File: config.mk
export PLATFORM = sky130hd
export DESIGN_NAME = raster_tri_scheduler
export DESIGN_NICKNAME = d
export VERILOG_FILES = /design/src/rtl/raster_tri_scheduler.sv
export SDC_FILE = /design/constraint.sdc
export NUM_CORES = 2
export LEC_CHECK = 0
export ABC_AREA = 0
export CELL_PAD_IN_SITES_DETAIL_PLACEMENT = 0
export CELL_PAD_IN_SITES_GLOBAL_PLACEMENT = 1
export CORE_MARGIN = 5
export CORE_UTILIZATION = 51
export CTS_CLUSTER_DIAMETER = 40
export CTS_CLUSTER_SIZE = 8
export DETAILED_ROUTE_END_ITERATION = 16
export GPL_TIMING_DRIVEN = 1
export PLACE_DENSITY_LB_ADDON = 0.1
export RECOVER_POWER = 50
export SYNTH_ARGS = -nofsm -noshare
export SYNTH_HDL_FRONTEND = slang
export SYNTH_SLANG_ARGS = --single-unit
export TNS_END_PERCENT = 50
File: constraint.sdc
create_clock -name clock -period 20.3 [get_ports clock]
set_clock_uncertainty 0.2 [all_clocks]
set_input_delay 3.045 -clock clock [delete_from_list [all_inputs] [get_ports clock]]
set_output_delay 3.045 -clock clock [all_outputs]
set_load 0.1 [all_outputs]
File: src/rtl/raster_tri_scheduler.sv
// Triangle scheduler between transform and rasterizer: FIFO-buffers triangles, issues one at a time,
// tracks completion and frame_done. Optional off-screen culling when CULL_OFFSCREEN_EN is defined.
module raster_tri_scheduler #(
   parameter int DEPTH        = 4,
   parameter int TRI_W        = 360,
   parameter int BUSY_TIMEOUT = 15
) (
   input  logic             clock,
   input  logic             reset,
   input  logic [TRI_W-1:0] tri_in,
   input  logic             tri_last,
   input  logic             tri_valid,
   output logic             tri_ready,
   input  logic [25:0]      fb_base,
   input  logic             frame_start,
   output logic [TRI_W-1:0] rast_tri,
   output logic [25:0]      rast_addr,
   output logic             rast_valid,
   output logic             rast_done,
   input  logic             rast_busy,
   output logic             frame_done,
   output logic [15:0]      issued_cnt,
   output logic [15:0]      culled_cnt
);

   localparam int AW = (DEPTH > 1) ? $clog2(DEPTH) : 1;
   localparam int CW = AW + 1;
   localparam int TW = $clog2(BUSY_TIMEOUT + 1);

   typedef enum logic [1:0] {
      S_IDLE,
      S_ISSUE,
      S_WAIT_BUSY,
      S_WAIT_DONE
   } state_t;

   // FIFO entries carry the triangle with its last flag in bit 0.
   logic [TRI_W:0]  r_mem [DEPTH];
   logic [AW-1:0]   r_wr_ptr;
   logic [AW-1:0]   r_rd_ptr;
   logic [CW-1:0]   r_count;
   logic            r_alive;

   state_t          r_state;
   logic [TW-1:0]   r_tmo;
   logic            r_fb_pend;
   logic [25:0]     r_fb_pend_addr;

   logic            w_push;
   logic            w_pop;
   logic            w_empty;
   logic            w_issue;
   logic            w_complete;
   logic [TRI_W:0]  w_head;

   assign tri_ready = r_alive && (r_count != CW'(DEPTH));
   assign w_push    = tri_valid && tri_ready;
   assign w_empty   = (r_count == '0);
   assign w_head    = r_mem[r_rd_ptr];

   assign w_complete = ((r_state == S_WAIT_BUSY) && !rast_busy && (r_tmo == TW'(BUSY_TIMEOUT - 1)))
                    || ((r_state == S_WAIT_DONE) && !rast_busy);

`ifdef CULL_OFFSCREEN_EN
   logic signed [15:0] w_vx [3];
   logic signed [15:0] w_vy [3];
   logic               w_cull;
   logic               w_all_left;
   logic               w_all_right;
   logic               w_all_above;
   logic               w_all_below;

   // Integer part of a 16.16 coordinate is its upper 16 bits.
   always_comb begin
      for (int i = 0; i < 3; i++) begin
         w_vx[i] = w_head[TRI_W - 96*i -: 16];
         w_vy[i] = w_head[TRI_W - 32 - 96*i -: 16];
      end
   end

   assign w_all_left  = w_vx[0][15] && w_vx[1][15] && w_vx[2][15];
   assign w_all_right = (w_vx[0] > 16'sd639) && (w_vx[1] > 16'sd639) && (w_vx[2] > 16'sd639);
   assign w_all_above = w_vy[0][15] && w_vy[1][15] && w_vy[2][15];
   assign w_all_below = (w_vy[0] > 16'sd479) && (w_vy[1] > 16'sd479) && (w_vy[2] > 16'sd479);

   assign w_cull  = (r_state == S_IDLE) && !w_empty
                 && (w_all_left || w_all_right || w_all_above || w_all_below);
   assign w_issue = (r_state == S_IDLE) && !w_empty && !rast_busy && !w_cull;
   assign w_pop   = w_issue || w_cull;
`else
   assign w_issue    = (r_state == S_IDLE) && !w_empty && !rast_busy;
   assign w_pop      = w_issue;
   assign culled_cnt = '0;
`endif

   // NOTE: storage array has no reset; only pointers and count define validity.
   always_ff @(posedge clock) begin
      if (w_push) r_mem[r_wr_ptr] <= {tri_in, tri_last};
   end

   // NOTE: all sequential state uses non-blocking assignments so every block sees pre-edge values.
   always_ff @(posedge clock or negedge reset) begin
      if (!reset) begin
         r_wr_ptr <= '0;
         r_rd_ptr <= '0;
         r_count  <= '0;
         r_alive  <= 1'b0;
      end else begin
         r_alive <= 1'b1;
         if (w_push) r_wr_ptr <= r_wr_ptr + 1'b1;
         if (w_pop)  r_rd_ptr <= r_rd_ptr + 1'b1;
         case ({w_push, w_pop})
            2'b10:   r_count <= r_count + 1'b1;
            2'b01:   r_count <= r_count - 1'b1;
            default: r_count <= r_count;
         endcase
      end
   end

   always_ff @(posedge clock or negedge reset) begin
      if (!reset) begin
         r_state        <= S_IDLE;
         r_tmo          <= '0;
         r_fb_pend      <= 1'b0;
         r_fb_pend_addr <= '0;
         rast_tri       <= '0;
         rast_addr      <= '0;
         rast_valid     <= 1'b0;
         rast_done      <= 1'b0;
         frame_done     <= 1'b0;
         issued_cnt     <= '0;
`ifdef CULL_OFFSCREEN_EN
         culled_cnt     <= '0;
`endif
      end else begin
         rast_valid <= 1'b0;
         frame_done <= 1'b0;

         // A frame base arriving mid-triangle waits until the scheduler is idle again.
         if (frame_start && (r_state != S_IDLE)) begin
            r_fb_pend      <= 1'b1;
            r_fb_pend_addr <= fb_base;
         end

         case (r_state)
            S_IDLE: begin
               if (frame_start) rast_addr <= fb_base;
`ifdef CULL_OFFSCREEN_EN
               if (w_cull) begin
                  culled_cnt <= culled_cnt + 1'b1;
                  frame_done <= w_head[0];
               end
`endif
               if (w_issue) begin
                  rast_tri   <= w_head[TRI_W:1];
                  rast_done  <= w_head[0];
                  rast_valid <= 1'b1;
                  r_state    <= S_ISSUE;
               end
            end
            S_ISSUE: begin
               issued_cnt <= issued_cnt + 1'b1;
               r_tmo      <= '0;
               r_state    <= S_WAIT_BUSY;
            end
            S_WAIT_BUSY: begin
               if (rast_busy)       r_state <= S_WAIT_DONE;
               else if (!w_complete) r_tmo  <= r_tmo + 1'b1;
            end
            S_WAIT_DONE: begin
               r_state <= r_state;
            end
            default: r_state <= S_IDLE;
         endcase

         if (w_complete) begin
            frame_done <= rast_done;
            r_state    <= S_IDLE;
            r_fb_pend  <= 1'b0;
            if (frame_start)    rast_addr <= fb_base;
            else if (r_fb_pend) rast_addr <= r_fb_pend_addr;
         end
      end
   end

endmodule

Word-level counts from Yosys, hierarchy flattened
Memory sizes are Yosys's and may differ from the RTL's. A register that Yosys moved wholly into a read port is not among the register bits.
Index checks and enable logic that the tools add are counted.

operators by class
  reduce and logical (&&, ||, !) cells = 21
  $add $sub $neg = 6
  multiplexer cells = 20
  eq/ne operators = 12

operator list
  kind                     count
  $mux W26                 5
  $add A16 B1 Y16 const B  1
  $ne A3 B3 Y1 const B     3
  $logic_and A1 B1 Y1      8
  $mux W4                  2
  $pmux W4 S2              1
  $reduce_bool A2 Y1       4
  $mux W1                  7
  $eq A2 B2 Y1 const B     3
  $mux W2                  3
  $ne A2 B2 Y1 const B     3
  $pmux W2 S3              1
  $pmux W3 S2              1
  $reduce_and A3 Y1        2
  $add A2 B1 Y2 const B    2
  $add A4 B1 Y4 const B    1
  $eq A2 B1 Y1 const B     2
  $eq A4 B4 Y1 const B     1
  $add A3 B1 Y3 const B    1
  $logic_not A1 Y1         3
  $logic_not A3 Y1         1
  $sub A3 B1 Y3 const B    1
  $logic_not A2 Y1         1
  $reduce_and A2 Y1        1
  $logic_or A1 B1 Y1       1

storage, ports and cells
  bits in writable memories = 1444
  register bits after elaboration = 85
  memories kept = 1
  logic and storage cells = 72
  bits of input ports = 392
  output and inout bits = 422

memories
  name   depth  bits a word  read ports  clocked after memory_dff  wr ports  line  RTL
  r_mem  4      361          1           1                         1         38    logic [TRI_W:0] r_mem [DEPTH];

Longest topological paths before layout
  depth after elaboration = 7
  depth in mapped cells = 12
  gate-level depth less buffers = 10

Worst setup path after synthesis
No wires, ideal clock.

  kind = input-to-reg
  start point = in tri_valid
  end point = mem r_mem[0][0] (netlist bit), enable pin
  arrival time = 11257 ps
  path buffers = 0
  slack = 8069 ps
  stages = 1
  cell sequence = and3_1

on the way
  longest elaborated chain between the ends = 3

ends and longest elaborated chain
  element                        line  RTL
  from (decl)                    12    input logic tri_valid,
  $logic_and A1 B1 Y1            57    assign w_push = tri_valid && tri_ready;
  $mux W1                        98    if (w_push) r_mem[r_wr_ptr] <= {tri_in, tri_last};
  $mux W1 (implied by the code)  98
  to (decl)                      38

No other way between the ends.

Worst setup path in the final report
  start point = in tri_valid
  end point = mem r_mem[0][344] (netlist bit), enable pin

The elaborated chain is that of the path after synthesis.

==> impl_results.md <==
* Pwr dens at 175 nW/µm²
* R2r endpoint: r_mem[0][344]$_DFFE_PP_
* Hold Path Cell Cnt at 2
* Worst setup margin at 8.42 ns
* Cell accounting for the most synthesized area: edfxtp_1
* Worst EP required at 20.55 ns
* DR vias/cell at 5.46
* Initial DRC count at 2913
* RSZ-0062 raised after global routing: no
* Crit path max fanout at 123
* Fin. Hold Viols at 0
* CP Capture Type: register
* Remaining antenna violation count at 0
* Hold Crit Class: reg2reg
* DIE AREA at 144000 µm²
* Initial antenna violation count at 161
* GP Congestion at 0.776
* Syn Inst Count at 3808
* Synthesized area at 69800 µm²
* Max-cap violation count at 14
* Int Pwr at 9370 µW
* Static leakage at 0.0325 µW
* Layout cells sized above 1 at 15.6%
* Number of remaining DRC errors at 0
* Max Clock Freq at 84.2 MHz
* Failing checks: capacitance limit, slew limit
* Tcrit/Tclk final at 58.5%
* Total CTS buffers at 300
* Pre-CTS WS at 12.50 ns
* Root buffer cell: clkbuf_16
* Overall Global Routing Usage at 23.5%
* Number of storage elements in the synthesis netlist at 1890
* Core area at 136000 µm²
* Hold buffers post-CTS at 0
* Top cells by area, synth: edfxtp_1 62%, dfrtp_1 16%, mux4_2 12%
* Most common library cells after synthesis: 1444 x edfxtp_1, 1122 x nand2_1, 446 x dfrtp_1
* Setup bufs post-CTS at 0
* Worst-margin pin slew at 8.47 ns
* Share of the yosys chip area belonging to registers at 78.1%
* Power share of the clock group at 28.8%
* Worst reg2reg path startpoint: r_count[0]$_DFFE_PN0P_
* Nets at 5177
* Total gr overflow at 0
* Synth async-reset ratio at 23.6%
* CTS tree: built
* First-pass GRT wire length at 254 mm
* Cell Rows at 135
* P_sw at 6100 µW
* Critical Path Start: tri_valid
* Crit start category: input pin
* Routed vias at 37330
* Setup violators final at 0
* Largest net degree at the start of global routing at 162
* R2R Setup Slk at 10.23 ns
* Hold Path Sink: rast_tri[56]$_DFFE_PN0P_
* Yosys Warn Count at 0
* Switching part of the total at 39.4%
* Hold WS at 0.266 ns
* Initial core utilization at 51.4%
* Length in cells of the worst reg-to-reg path at 5
* Main synth FF type: edfxtp_1
* Post-synth EDFFs at 1444
* WS Path Type: in2reg
* Die extent in x at 380 µm
* Status: complete, but fails checks
* Number of global-route vias before repair at 38114
* Worst skew pair latency at 0.88 ns
* CTS sink cnt at 1890
* Die height at 380 µm
* Clock Pin Slew Worst Setup and Hold Paths at 0.05 ns
* Max rail drop VDD at 0.000187 V
* Post-synth top area share at 62.1%
* Area growth from synthesis to layout at 26.6%
* Cell with the most instances after synthesis: edfxtp_1
* Setup tns final at 0 ns
* Netlist cell types at 40
* Syn Area/Cell at 18.3 µm²
* Worst slew margin at -464%
* I/O Pins at 814
* Tmin final at 11.88 ns
* Total Routed Length at 170 mm
* IO buf count at 797
* Seq pwr share at 34.6%
* Max clock buf depth at 4
* Post-DP HPWL at 102 mm
* Hold Startpoint: rast_tri[56]$_DFFE_PN0P_
* Comb pwr share at 36.6%
* Final Max Slew Viols at 819
* H-tree levels at 5
* Crit path arrival time at 12.13 ns
* Routed length per placed instance at 24.8 µm
* TritonRoute pass-1 iters at 7
* Resized Gates After CTS at 0
-- kinds of logic (layout without fill, tap and decap cells) --
kind of cell             after synthesis  in the layout  share of synthesized area, %
AO/OA/AOI/OAI                         67             67                         0.676
AND/OR/NAND/NOR                     1181           1181                          6.57
XOR/XNOR                              21             21                         0.264
multiplexers                         418            418                          12.5
other                                  2             97                        0.0108
buffers and inverters                215           1374                          1.55
flip-flops                          1890           1890                          78.1
adder cells (fa/ha/maj)               14             14                         0.262
-- area by class of cell --
type	count	area, µm²
flip-flops and latches	1890	54500
fillers	9495	47300
multi-input cells	1718	14200
clock buffers	489	8500
repair buffers	846	8380
well taps	1781	2230
diodes	80	200
clock inverters	24	198
inverters	15	57.6
-- sequential cells by signal, indices dropped and copies added (netlist names) --
signal	count
r_state	2
r_wr_ptr	2
r_tmo	4
rast_valid	1
rast_addr	26
rast_tri	360
r_rd_ptr	2
r_mem	1444
issued_cnt	16
rast_done	1
frame_done	1
r_fb_pend	1
r_fb_pend_addr	26
r_count	3
r_alive	1
-- how the worst max path moves through the flow --
stage | endpoint | slack (ns) | cells after the start
after detailed placement | rast_tri[189]$_DFFE_PN0P_ | 12.50 | 9
after global placement | rast_tri[321]$_DFFE_PN0P_ | 12.58 | 9
after global routing | rast_tri[290]$_DFFE_PN0P_ | 6.74 | 4
final | r_mem[0][344]$_DFFE_PP_ | 8.42 | 4
after floorplan | r_mem[0][0]$_DFFE_PP_ | 8.07 | 1
after CTS | rast_tri[170]$_DFFE_PN0P_ | 13.43 | 9
-- layout by cell type, fill, tap and decap left out, drive strengths merged, types with 25 or more instances in the layout --
| cell type | instances |
|---|---|
| edfxtp | 1444 |
| nand2 | 1122 |
| clkbuf | 497 |
| dfrtp | 446 |
| clkdlybuf4s50 | 427 |
| dlygate4sd3 | 364 |
| mux4 | 361 |
| diode | 80 |
| buf | 47 |
| mux2 | 29 |
| mux2i | 28 |
| o211ai | 26 |
| a31oi | 26 |
| nor3b | 25 |
-- layer usage --
| metal | vias to the layer above | global-route usage, % | part of all wire [%] |
|---|---|---|---|
| met4 | 50 | 6.05 | 2.4 |
| met3 | 405 | 8.26 | 9.3 |
| met5 | - | 0 | 0.19 |
| met1 | 19184 | 31.1 | 39 |
| li1 | 16358 | - | - |
| met2 | 1333 | 37.7 | 49 |
-- worst max-delay path: stages --
cell,delay (ns)
dlygate4sd3_1,0.59
and3_1,0.92
clkbuf_1,5.91
buf_4,1.41
-- per-stage QoR --
step / power, µW / instances / instance area, µm² / util [%]
floorplan: 9710 / 3823 / 69800 / -
global placement: 11100 / 6250 / 79500 / 58.6
detailed placement: 11200 / 6250 / 79500 / 58.6
CTS: 15600 / 6763 / 88200 / 65.0
global route: 16100 / 6778 / 88100 / 65.0
finish: 15500 / 6843 / 88300 / 65.1
-- power by group through the flow --
stage | combinational [µW] | clock (µW) | sequential [µW]
after detailed placement | 5740 | 0 | 5410
after floorplan | 1810 | 0 | 7900
final | 5670 | 4450 | 5360
after global placement | 5710 | 0 | 5400
after CTS | 5750 | 4540 | 5360
after global routing | 5950 | 4740 | 5420
(Power assumes the default switching activity.)
